File: config.mk
export PLATFORM = sky130hd
export DESIGN_NAME = axis_packet_arbiter
export DESIGN_NICKNAME = d
export VERILOG_FILES = /design/src/rtl/axis_arb_pkg.sv /design/src/rtl/axis_byte_reg.sv /design/src/rtl/axis_packet_arbiter.sv
export SDC_FILE = /design/constraint.sdc
export NUM_CORES = 1
export LEC_CHECK = 0
export ABC_AREA = 1
export CORE_MARGIN = 2
export CORE_UTILIZATION = 45
export CTS_BUF_LIST = sky130_fd_sc_hd__clkbuf_8 sky130_fd_sc_hd__clkbuf_16
export DETAILED_ROUTE_END_ITERATION = 7
export HOLD_SLACK_MARGIN = 0.1
export PLACE_DENSITY = 0.72
export SYNTH_ARGS = -nofsm -noshare
export SYNTH_HDL_FRONTEND = slang
export SYNTH_HIERARCHICAL = 1
export SYNTH_SLANG_ARGS = --single-unit
File: constraint.sdc
create_clock -name clk -period 3.1 [get_ports clk]
set_input_delay 0.62 -clock clk [delete_from_list [all_inputs] [get_ports clk]]
set_output_delay 0.62 -clock clk [all_outputs]
set_load 0.1 [all_outputs]
File: src/rtl/axis_arb_pkg.sv
// Shared types and constants for the two-port AXI-Stream packet arbiter.
package axis_arb_pkg;

   localparam int unsigned AXIS_BYTES = 1;
   localparam int unsigned DATA_W     = 8 * AXIS_BYTES;

   typedef enum logic {StIdle, StLocked} arb_state_e;

   typedef logic port_idx_t;

   localparam port_idx_t PORT0 = 1'b0;
   localparam port_idx_t PORT1 = 1'b1;

   function automatic logic [1:0] port_onehot(input port_idx_t idx);
      return (idx == PORT1) ? 2'b10 : 2'b01;
   endfunction

endpackage

File: src/rtl/axis_byte_reg.sv
// One-deep register slice holding a single data byte plus tlast.
module axis_byte_reg
   import axis_arb_pkg::*;
(
   input  logic              clk_i,
   input  logic              rst_ni,
   input  logic              load_i,
   input  logic [DATA_W-1:0] data_i,
   input  logic              last_i,
   input  logic              ready_i,
   output logic              valid_o,
   output logic [DATA_W-1:0] data_o,
   output logic              last_o
);

   logic              valid_q, valid_d;
   logic [DATA_W-1:0] data_q, data_d;
   logic              last_q, last_d;

   // Payload only moves on load, so it stays put while the sink stalls.
   always_comb begin
      valid_d = valid_q;
      data_d  = data_q;
      last_d  = last_q;
      if (load_i) begin
         valid_d = 1'b1;
         data_d  = data_i;
         last_d  = last_i;
      end else if (ready_i) begin
         valid_d = 1'b0;
      end
   end

   always_ff @(posedge clk_i or negedge rst_ni) begin
      if (!rst_ni) begin
         valid_q <= 1'b0;
         data_q  <= '0;
         last_q  <= 1'b0;
      end else begin
         valid_q <= valid_d;
         data_q  <= data_d;
         last_q  <= last_d;
      end
   end

   assign valid_o = valid_q;
   assign data_o  = data_q;
   assign last_o  = last_q;

endmodule

File: src/rtl/axis_packet_arbiter.sv
// Two-port AXI-Stream packet arbiter: round-robin grant locked for a whole packet,
// with an optional idle timeout that forces release of a stalled source.
module axis_packet_arbiter
   import axis_arb_pkg::*;
#(
   parameter int unsigned TIMEOUT_CYCLES = 1024
) (
   input  logic              clk,
   input  logic              aresetn,
   input  logic              s0_axis_tvalid,
   output logic              s0_axis_tready,
   input  logic              s0_axis_tlast,
   input  logic [DATA_W-1:0] s0_axis_tdata,
   input  logic              s1_axis_tvalid,
   output logic              s1_axis_tready,
   input  logic              s1_axis_tlast,
   input  logic [DATA_W-1:0] s1_axis_tdata,
   input  logic              s1_enable,
   output logic              m_axis_tvalid,
   input  logic              m_axis_tready,
   output logic              m_axis_tlast,
   output logic [DATA_W-1:0] m_axis_tdata,
   output logic [1:0]        grant,
   output logic              timeout_pulse,
   output logic              timeout_sticky
);

   localparam int unsigned     CntW     = (TIMEOUT_CYCLES > 0) ? $clog2(TIMEOUT_CYCLES + 1) : 1;
   localparam logic [CntW-1:0] CntLimit = CntW'(TIMEOUT_CYCLES);
   localparam logic [CntW-1:0] CntOne   = CntW'(1);
   localparam bit              TimeoutEn = (TIMEOUT_CYCLES != 0);

   arb_state_e      state_q, state_d;
   port_idx_t       gnt_q, gnt_d;
   port_idx_t       last_q, last_d;
   logic [CntW-1:0] cnt_q, cnt_d;
   logic            pulse_q, pulse_d;
   logic            sticky_q, sticky_d;

   logic              locked;
   logic              out_free;
   logic              sel_valid;
   logic              sel_last;
   logic [DATA_W-1:0] sel_data;
   logic              accept;
   logic              idle_cyc;
   logic              req0;
   logic              req1;

   assign locked    = (state_q == StLocked);
   assign out_free  = !m_axis_tvalid || m_axis_tready;
   assign sel_valid = (gnt_q == PORT1) ? s1_axis_tvalid : s0_axis_tvalid;
   assign sel_last  = (gnt_q == PORT1) ? s1_axis_tlast  : s0_axis_tlast;
   assign sel_data  = (gnt_q == PORT1) ? s1_axis_tdata  : s0_axis_tdata;

   assign s0_axis_tready = locked && (gnt_q == PORT0) && out_free;
   assign s1_axis_tready = locked && (gnt_q == PORT1) && out_free;
   assign accept         = locked && out_free && sel_valid;
   // A full, stalled output stage is backpressure, not source idleness.
   assign idle_cyc       = locked && out_free && !sel_valid;

   assign req0 = s0_axis_tvalid;
   assign req1 = s1_axis_tvalid && s1_enable;

   always_comb begin
      state_d  = state_q;
      gnt_d    = gnt_q;
      last_d   = last_q;
      cnt_d    = cnt_q;
      pulse_d  = 1'b0;
      sticky_d = sticky_q;
      unique case (state_q)
         StIdle: begin
            if (req0 || req1) begin
               state_d = StLocked;
               cnt_d   = '0;
               gnt_d   = (req0 && req1) ? ~last_q : port_idx_t'(req1);
            end
         end
         StLocked: begin
            if (accept) begin
               cnt_d = '0;
               if (sel_last) begin
                  state_d = StIdle;
                  last_d  = gnt_q;
               end
            end else if (TimeoutEn && idle_cyc) begin
               if (cnt_q + CntOne == CntLimit) begin
                  state_d  = StIdle;
                  last_d   = gnt_q;
                  cnt_d    = '0;
                  pulse_d  = 1'b1;
                  sticky_d = 1'b1;
               end else if (cnt_q != CntLimit) begin
                  cnt_d = cnt_q + CntOne;
               end
            end
         end
      endcase
   end

   always_ff @(posedge clk or negedge aresetn) begin
      if (!aresetn) begin
         state_q  <= StIdle;
         gnt_q    <= PORT0;
         last_q   <= PORT1;
         cnt_q    <= '0;
         pulse_q  <= 1'b0;
         sticky_q <= 1'b0;
      end else begin
         state_q  <= state_d;
         gnt_q    <= gnt_d;
         last_q   <= last_d;
         cnt_q    <= cnt_d;
         pulse_q  <= pulse_d;
         sticky_q <= sticky_d;
      end
   end

   assign grant          = locked ? port_onehot(gnt_q) : 2'b00;
   assign timeout_pulse  = pulse_q;
   assign timeout_sticky = sticky_q;

   axis_byte_reg u_out_reg (
      .clk_i   (clk),
      .rst_ni  (aresetn),
      .load_i  (accept),
      .data_i  (sel_data),
      .last_i  (sel_last),
      .ready_i (m_axis_tready),
      .valid_o (m_axis_tvalid),
      .data_o  (m_axis_tdata),
      .last_o  (m_axis_tlast)
   );

endmodule

==> results by group <==
Layout
  – Antenna Cells: 0
  – Nets: 320
  – Synth-to-layout area growth: 26.73%
  – Fraction of layout cells with a size suffix above 1: between 15 and 20%
  – Filler cells: approximately 370
  – Final instance area: 2195 µm²

GRT
  – Global-route usage over all layers: 20.43%
  – Initial antenna violation count: 0
  – Largest net degree at the start of global routing: 27
  – Gr ovfl total: 0
  – Vias in the first global route: 1667
  – First-pass GRT wire length: roughly 7000 µm

Floorplanning
  – Die Area: 4361 µm²
  – Core Region: 3689 µm²
  – Die X: around 66 µm
  – Top Ports: 40
  – Initial Util: 46.95%
  – Floorplan row count: 22
  – Die H: 66.04 µm

Clock network
  – H-tree depth: 1
  – TritonCTS clock tree: done
  – Root Driver: clkbuf_8
  – Clk slew on worst S/H paths: 0.08 ns
  – Clock buffer depth: 2
  – Hold-fix buffers, CTS: 0
  – Worst-Skew Late Latency: between 0.2 and 0.3 ns
  – CTS buffer count: 3
  – Setup Fix Bufs, Post-CTS: 0
  – Post-cts sizing count: 0
  – Num Clock Sinks: 26

Route
  – Post-DR wirelength/cell: roughly 12 µm
  – First-pass detailed-route iteration total: 4
  – DRC viols: 0
  – Final wirelength: 3995 µm
  – Via count: 1661
  – Iter 0 DRT Violations: between 80 and 90
  – Final ANT Viol Nets: 0
  – DR vias/cell: 4.871

Pwr
  – Peak supply drop: 0.9305 mV
  – Leak: 1.140 nW
  – Power Dens Cells: around 980 nW/µm²

Setup path
  – Worst-path cell chain: clkdlybuf4s50_1 > o21ai_2 > nor2_1 > buf_12
  – Cell family with most CP delay: buffers and inverters
  – Crit path buffers/inverters: 2
  – Crit-path slowest cell: clkdlybuf4s50_1
  – Crit path largest cell delay: 0.43 ns
  – Worst setup path class: in -> out
  – CP max FO: 6
  – CP arrival: 1.71 ns
  – CP endpoint kind: primary output
  – Crit path launch type: input port
  – Crit path required time: 2.48 ns

Synthesis
  – Largest cells by area after synthesis: dfrtp_1, nand2_1, inv_1
  – Register area share after synthesis: 37.64%
  – FF+latch count, synth: 26
  – Proportion of synthesized area in mux cells: 0%
  – Simple-gate portion of the synthesized area: between 40 and 50%
  – Synth top area share: about 36%
  – Cell Area, Synth: 1732 µm²
  – Synthesized area per cell: 6.818 µm²
  – Syn Nets: 280
  – Synth area leader: dfrtp_1
  – Adder-cell share of the synthesized area: approximately 1.4%
  – Synth cell types: 24
  – Synth Area in Compound Gates: 7.514%
  – Xor and xnor fraction of the mapped netlist area: 0%
  – Main combinational cell family by area after synthesis: simple AND/OR/NAND/NOR gates
  – Post-synthesis cell count: 254
  – Yosys warns: 6

STA
  – Clock Skew: 0.007516 ns
  – Max-slew headroom: 66.62%
  – Final Hold Violating Endpoints: 0
  – Final Max Slew Viols: 0
  – Final setup fails: 0
  – Period utilization: between 70% and 80%
  – Setup_tns: 0 ns
  – WHS: 0.4779 ns
  – Fmax: about 0.43 GHz
  – Min Tclk post-route: around 2.3 ns
  – Slew of the pin with the lowest slew margin: 0.5007 ns
  – RSZ-0062 raised after global routing: no

Placed design
  – Final GP Congestion: between 0.8 and 0.9
  – Port bufs: 39
  – Post-DP Area: 2140 µm²
  – Hpwl dp: 3080 µm

Status
  – Status: finished, final reports clean

Run
  – Max cap viols: 0

Worst hold path
  – Class of the worst hold path: reg -> reg
path summary, 6_finish.rpt:
| check | end | cells after the start | slack (ns) | start |
|---|---|---|---|---|
| max reg2reg | cnt_q[7] | 8 | 1.13 | locked |
| min | timeout_sticky | 2 | 0.48 | timeout_sticky |
| min in group asynchronous | cnt_q[6] | 2 | 0.71 | aresetn |
| min reg2reg | timeout_sticky | 2 | 0.48 | timeout_sticky |
| max in group asynchronous | last_q | 2 | 2.08 | aresetn |
| max | s0_axis_tready | 4 | 0.77 | m_axis_tready |
state kept, by name, summed over array words and instances (netlist names):
name,count
cnt_q,11
gnt_q,1
last_q,1
locked,1
timeout_pulse,1
timeout_sticky,1
u_out_reg/data_o,8
u_out_reg/last_o,1
u_out_reg/valid_o,1
cell usage after synthesis, drive strengths merged:
library cell / count
nand2: 115
inv: 32
dfrtp: 25
nand3: 22
nor2: 20
o21ai: 14
nand4: 11
a21oi: 3
buf: 3
clkbuf: 2
ha: 2
nor3: 2
dfstp: 1
o21bai: 1
or2: 1
per-stage QoR:
| stage | util, % | cells | total power, mW | setup WS [ns] |
|---|---|---|---|---|
| after floorplan | - | 254 | 1.632 | 0.1960 |
| after global placement | 58.01 | 337 | 1.935 | 0.7756 |
| after detailed placement | 58.01 | 337 | 1.944 | 0.7100 |
| after CTS | 59.50 | 341 | 2.168 | 0.7644 |
| after global routing | 59.50 | 341 | 2.286 | 0.6321 |
| final | 59.50 | 341 | 2.155 | 0.7735 |
cell type report:
type                    instances  area [µm²]  share of cell area [%]
clock buffers                   4       55.05                   2.509
inverters                      32       122.6                   5.587
multi-input cells             191       922.1                   42.02
flip-flops and latches         26       651.9                   29.70
well taps                      48       60.06                   2.737
repair buffers                 40       382.9                   17.45
layout by cell type (no fill, tap or decap), drive strengths merged, types with 2 or more instances in the layout:
cell | Yosys | routed
nand3 | 22 | 22
nor2 | 20 | 20
dfrtp | 25 | 25
o21ai | 14 | 14
buf | 3 | 17
ha | 2 | 2
inv | 32 | 32
a21oi | 3 | 3
clkbuf | 2 | 4
nand2 | 115 | 115
nor3 | 2 | 2
nand4 | 11 | 11
clkdlybuf4s50 | 0 | 23
report_power, final:
group          switching (mW)  internal (mW)
sequential              0.117          0.437
clock                   0.106          0.113
combinational            1.07          0.315
total                    1.29          0.866
per-layer routing:
metal / vias to the layer above / track usage [%] / wire [µm]
met2: 34 / 35.35 / 1865
met1: 750 / 26.97 / 1940
met4: 0 / 3.827 / 26
met5: - / 0 / 0
li1: 873 / - / -
met3: 4 / 3.578 / 162
cells by family (layout without fill, tap and decap cells):
group	after synthesis	after routing
buffers and inverters	37	76
AOI/OAI and AO/OA	18	18
DFF	26	26
adders and majority gates	2	2
and+or+nand+nor	171	171
worst register-to-register path, stage by stage, from the launching register on:
cell and delay, ns:
dfrtp_1 0.63, o21ai_2 0.21, nor2_4 0.37, nor2_4 0.09, nand2_1 0.10, nand2_2 0.09
inv_4 0.20, nand4_1 0.14, o21ai_2 0.08
Note: power is estimated with default switching activity, not from simulation.
